$ cat src/rtl/timer_pkg.sv
// Shared definitions for the BCD countdown timer: FSM encoding, digit limits
// and a single-digit BCD decrement helper.
package timer_pkg;

  typedef enum logic [1:0] {
    ST_IDLE  = 2'd0,
    ST_RUN   = 2'd1,
    ST_PAUSE = 2'd2,
    ST_DONE  = 2'd3
  } state_t;

  localparam logic [3:0] BCD_MAX   = 4'd9;
  localparam logic [3:0] SEC_T_MAX = 4'd5;

  // Decrement one BCD digit, wrapping from 0 to the given top value.
  function automatic logic [3:0] dec_digit(input logic [3:0] d, input logic [3:0] wrap);
    return (d == 4'd0) ? wrap : d - 4'd1;
  endfunction

endpackage

$ cat src/rtl/c60_down.sv
// Mod-60 BCD down-counter for the seconds stage; bo flags the 00 -> 59 wrap
// so the minutes stage can borrow in the same cycle.
module c60_down
  import timer_pkg::*;
(
  input  logic       clk,
  input  logic       cr,
  input  logic       en,
  input  logic       ld,
  input  logic [3:0] d_t,
  input  logic [3:0] d_u,
  output logic [3:0] bcd_t,
  output logic [3:0] bcd_u,
  output logic       bo
);

  logic [3:0] bcd_t_reg;
  logic [3:0] bcd_u_reg;

  always_ff @(posedge clk) begin
    if (!cr) begin
      bcd_t_reg <= 4'd0;
      bcd_u_reg <= 4'd0;
    end else if (ld) begin
      bcd_t_reg <= d_t;
      bcd_u_reg <= d_u;
    end else if (en) begin
      bcd_u_reg <= dec_digit(bcd_u_reg, BCD_MAX);
      if (bcd_u_reg == 4'd0)
        bcd_t_reg <= dec_digit(bcd_t_reg, SEC_T_MAX);
    end
  end

  assign bcd_t = bcd_t_reg;
  assign bcd_u = bcd_u_reg;
  assign bo    = en & (bcd_t_reg == 4'd0) & (bcd_u_reg == 4'd0);

endmodule

$ cat src/rtl/bcd_down60_timer.sv
// Loadable MM:SS BCD countdown timer with start/pause control, done pulse,
// preset-error pulse and optional auto-reload of the last accepted preset.
module bcd_down60_timer
  import timer_pkg::*;
#(
  parameter logic [3:0] MIN_T_MAX   = 4'd9,
  parameter bit         AUTO_RELOAD = 1'b0
) (
  input  logic       clk,
  input  logic       cr,
  input  logic       tick,
  input  logic       load,
  input  logic       start,
  input  logic       pause,
  input  logic [3:0] pre_m_t,
  input  logic [3:0] pre_m_u,
  input  logic [3:0] pre_s_t,
  input  logic [3:0] pre_s_u,
  output logic [3:0] bcd_m_t,
  output logic [3:0] bcd_m_u,
  output logic [3:0] bcd_s_t,
  output logic [3:0] bcd_s_u,
  output logic       running,
  output logic       done,
  output logic       load_err
);

  state_t     state_reg, state_next;
  logic [3:0] m_t_reg, m_u_reg;
  logic       done_reg, done_next;
  logic       load_err_reg, load_err_next;
  logic [3:0] saved_reg [4];

  // Digit order everywhere: m_t, m_u, s_t, s_u.
  logic [3:0] pre_dig [4];
  logic [3:0] dig_max [4];
  logic [3:0] ld_dig  [4];
  logic [3:0] dig_ok;

  logic       ld_cnt, ld_from_saved, save_en, dec_en;
  logic       sec_bo, count_zero, count_one, saved_zero, preset_ok;
  logic [3:0] s_t, s_u;

  assign pre_dig = '{pre_m_t, pre_m_u, pre_s_t, pre_s_u};
  assign dig_max = '{MIN_T_MAX, BCD_MAX, SEC_T_MAX, BCD_MAX};

  for (genvar gi = 0; gi < 4; gi++) begin : g_digit
    assign dig_ok[gi] = (pre_dig[gi] <= dig_max[gi]);
    assign ld_dig[gi] = ld_from_saved ? saved_reg[gi] : pre_dig[gi];

    always_ff @(posedge clk) begin
      if (!cr)
        saved_reg[gi] <= 4'd0;
      else if (save_en)
        saved_reg[gi] <= pre_dig[gi];
    end
  end

  assign preset_ok  = &dig_ok;
  assign count_zero = (m_t_reg == 4'd0) && (m_u_reg == 4'd0) && (s_t == 4'd0) && (s_u == 4'd0);
  assign count_one  = (m_t_reg == 4'd0) && (m_u_reg == 4'd0) && (s_t == 4'd0) && (s_u == 4'd1);
  assign saved_zero = ((saved_reg[0] | saved_reg[1] | saved_reg[2] | saved_reg[3]) == 4'd0);

  c60_down u_sec (
    .clk   (clk),
    .cr    (cr),
    .en    (dec_en),
    .ld    (ld_cnt),
    .d_t   (ld_dig[2]),
    .d_u   (ld_dig[3]),
    .bcd_t (s_t),
    .bcd_u (s_u),
    .bo    (sec_bo)
  );

  always_comb begin
    state_next    = state_reg;
    ld_cnt        = 1'b0;
    ld_from_saved = 1'b0;
    save_en       = 1'b0;
    dec_en        = 1'b0;
    done_next     = 1'b0;
    load_err_next = 1'b0;
    case (state_reg)
      ST_RUN: begin
        // Load and start are meaningless while counting; pause outranks tick.
        if (pause) begin
          state_next = ST_PAUSE;
        end else if (tick) begin
          dec_en = 1'b1;
          if (count_one) begin
            state_next = ST_DONE;
            done_next  = 1'b1;
          end
        end
      end
      default: begin
        if (load) begin
          if (preset_ok) begin
            ld_cnt     = 1'b1;
            save_en    = 1'b1;
            state_next = ST_IDLE;
          end else begin
            load_err_next = 1'b1;
          end
        end else if (state_reg != ST_DONE) begin
          if (start && !count_zero)
            state_next = ST_RUN;
        end else if (AUTO_RELOAD && !saved_zero) begin
          ld_cnt        = 1'b1;
          ld_from_saved = 1'b1;
          state_next    = ST_RUN;
        end
      end
    endcase
  end

  always_ff @(posedge clk) begin
    if (!cr) begin
      state_reg    <= ST_IDLE;
      m_t_reg      <= 4'd0;
      m_u_reg      <= 4'd0;
      done_reg     <= 1'b0;
      load_err_reg <= 1'b0;
    end else begin
      state_reg    <= state_next;
      done_reg     <= done_next;
      load_err_reg <= load_err_next;
      if (ld_cnt) begin
        m_t_reg <= ld_dig[0];
        m_u_reg <= ld_dig[1];
      end else if (sec_bo) begin
        // Zero is caught before the count can reach it, so minutes never underflow.
        m_u_reg <= dec_digit(m_u_reg, BCD_MAX);
        if (m_u_reg == 4'd0)
          m_t_reg <= dec_digit(m_t_reg, BCD_MAX);
      end
    end
  end

  assign bcd_m_t  = m_t_reg;
  assign bcd_m_u  = m_u_reg;
  assign bcd_s_t  = s_t;
  assign bcd_s_u  = s_u;
  assign running  = (state_reg == ST_RUN);
  assign done     = done_reg;
  assign load_err = load_err_reg;

endmodule

$ cat config.mk
export PLATFORM = sky130hd
export DESIGN_NAME = bcd_down60_timer
export DESIGN_NICKNAME = d
export VERILOG_FILES = /design/src/rtl/timer_pkg.sv /design/src/rtl/c60_down.sv /design/src/rtl/bcd_down60_timer.sv
export SDC_FILE = /design/constraint.sdc
export NUM_CORES = 1
export LEC_CHECK = 0
export BUFFER_PORTS_ARGS = -buffer_cell sky130_fd_sc_hd__buf_2
export CAP_MARGIN = 20
export CORE_UTILIZATION = 50
export DETAILED_ROUTE_END_ITERATION = 16
export PLACE_DENSITY_LB_ADDON = 0.3
export SLEW_MARGIN = 0
export SYNTH_ARGS = -nofsm -noshare
export SYNTH_HDL_FRONTEND = slang
export SYNTH_SLANG_ARGS = --single-unit
$ cat constraint.sdc
create_clock -name clk -period 4.5 [get_ports clk]
set_clock_uncertainty 0.05 [all_clocks]
set_input_delay 0.675 -clock clk [delete_from_list [all_inputs] [get_ports clk]]
set_output_delay 0.675 -clock clk [all_outputs]
set_load 0.03 [all_outputs]
==> impl_metrics.py <==
metrics = {
    "status": {
        "status": "finished, final reports clean",
    },
    "floorplanning": {
        "num_rows": 16,
        "die_area_sq_mm": 0.00225,
        "die_h_um": 47.4,
        "die_w_um": 47.4,
        "coreArea_sq_mm": 0.00194,
        "pin_count": 41,
        "start_util_pct": 53.2,
    },
    "clocking": {
        "cts_buffers": 3,
        "post_cts_buffers": 0,
        "tritoncts": "yes",
        "cts-htree-levels": 1,
        "clock_path_buffers": 2,
        "ctsResizeCount": 0,
        "clk_latency_ns": 0.29,
        "ctsHoldBuffers": 0,
        "clkSinkCount": 20,
        "cts_root_buffer": "clkbuf_4",
        "path_clk_slew_ns": 0.11,
    },
    "grt": {
        "grt_pass1_vias": 992,
        "antenna_found_initial": 0,
        "grt_pass1_wl_mm": 4.14,
        "globalRouteTotalUtil_pct": 25.8,
        "overflow": 0,
        "grt_max_degree": 20,
    },
    "detailed_routing": {
        "wl_mm": 2.57,
        "drt-initial-drc-count": 18,
        "vias": 1123,
        "ant_nets": 0,
        "wire_per_inst_um": 13.1,
        "via_per_inst": 5.73,
        "drcViolationCount": 0,
        "firstDrtPassIters": 4,
    },
    "finish": {
        "seq_area_sq_um": 400,
        "nNetsFinal": 192,
        "layout-drive-gt1-share_pct": 30.2,
        "layout_common_cells": "buf_2, dfxtp_1, nor2_1, a21oi_1",
        "multi_input_area_sq_um": 598,
        "fin_cells": 196,
        "fill_cells": 171,
        "antenna_cells": 0,
        "utilization_pct": 66.3,
        "synthToLayoutAreaGrowth_pct": 24.7,
        "layout_commonest_cell": "buf_2",
    },
    "placed_design": {
        "dp_slack_ns": 1.67,
        "gp_congestion": 0.822,
        "port_buffers": 40,
        "dp_hpwl_mm": 1.97,
        "dp.cells": 192,
    },
    "synthesis": {
        "ys_seq_area_share_pct": 38.8,
        "avgSynthCellArea_sq_um": 8.00,
        "yosysWarningCount": 0,
        "async_reset_ff_share_pct": 0,
        "synth_cell_types": 41,
        "postSynthCellCount": 129,
        "netlist_area_sq_mm": 0.00103,
        "ys.flop_type": "dfxtp_1",
        "synth_nets": 151,
        "ys_ff_latch": 20,
        "synth_edf_count": 0,
    },
    "sta": {
        "tns_ns": 0,
        "slew_violations": 0,
        "clock.fmax_mhz": 394,
        "period_share_pct": 56.4,
        "max_slew_margin_pct": 48.8,
        "setup_viol": 0,
        "fin_crit_ns": 2.54,
        "rsz0062_at_grt": "no",
        "fin_ws_ns": 1.96,
        "final_hold_viol_count": 0,
        "tightestPinTransition_ns": 0.765,
    },
    "setup_path": {
        "r2r_cells": 5,
        "critPathKind": "in -> reg",
        "critPathLaunchType": "input port",
        "cp.arrival_ns": 2.67,
        "cp_max_fo": 6,
        "cp.required_ns": 4.64,
        "cp-end-kind": "flop",
    },
    "power": {
        "p_leak_nw": 0.547,
        "ir_drop_v": 0.000179,
        "p_per_area_mw_per_mm2": 351,
    },
    "hold_path": {
        "hp-class": "reg -> reg",
        "whs_path_depth": 2,
    },
    "flow_run": {
        "cap_violations": 0,
    },
}
[logic make-up after synthesis]
group                     share of synthesized area (%)
xor gates and xnor gates                          0.849
muxes                                             0.970
AOI/OAI and AO/OA                                  23.6
buffers and inverters                              3.27
DFF                                                38.8
and+or+nand+nor                                    32.5
[cell type report]
| type | instances | area share, % |
|---|---|---|
| Tap cell | 27 | 2.62 |
| Clock buffer | 4 | 2.82 |
| Multi-Input combinational cell | 100 | 46.5 |
| Sequential cell | 20 | 31.1 |
| Timing Repair Buffer | 40 | 15.5 |
| Inverter | 5 | 1.46 |
[path summary, 6_finish.rpt]
check / start / slack (ns) / end
max: pause / 1.96 / bcd_m_u[3]$_SDFFE_PN0P_
min reg2reg: u_sec.bcd_t[3]$_SDFFE_PN0P_ / 0.43 / u_sec.bcd_t[3]$_SDFFE_PN0P_
max reg2reg: u_sec.bcd_t[0]$_SDFFE_PN0P_ / 2.02 / bcd_m_t[3]$_SDFFE_PN0P_
min: u_sec.bcd_t[3]$_SDFFE_PN0P_ / 0.43 / u_sec.bcd_t[3]$_SDFFE_PN0P_
[routing by layer]
layer	part of all wire, %	vias up	GRT usage [%]
met5	0	-	0
met4	0.55	0	9.14
met3	6.0	2	4.15
met2	50	38	44.4
met1	43	520	32.5
li1	-	563	-
[worst max-delay path: stages]
cell and delay (ns):
buf_2 0.11, nor4bb_1 0.64, nand4b_1 0.35, nand2b_1 0.26, or3b_2 0.48, nor4b_1 0.15
[power breakdown]
group          switching [mW]  total, mW  internal (mW)
sequential             0.0158      0.208          0.192
clock                  0.0552      0.104         0.0492
combinational          0.0849      0.140         0.0550
total                   0.156      0.452          0.296
[Yosys cell counts, types with 3 or more instances]
| master | instances | area [sq um] |
|---|---|---|
| a31oi_1 | 4 | 25.0 |
| a21oi_1 | 11 | 55.1 |
| dfxtp_1 | 20 | 400 |
| nand3_1 | 9 | 45.0 |
| nor2_1 | 14 | 52.6 |
| nor3_1 | 8 | 40.0 |
| o21ai_0 | 8 | 40.0 |
| nand2b_1 | 3 | 18.8 |
| clkbuf_1 | 3 | 11.3 |
| inv_1 | 4 | 15.0 |
| nand2_1 | 9 | 33.8 |
[through the flow]
step | power, mW | cell area, sq um | hold WS [ns]
floorplan | 0.310 | 1030 | 0.400
global placement | 0.347 | 1250 | 0.401
detailed placement | 0.350 | 1250 | 0.411
CTS | 0.454 | 1290 | 0.429
global route | 0.482 | 1290 | 0.457
finish | 0.452 | 1290 | 0.428
Power figures use the tool's default switching activity.
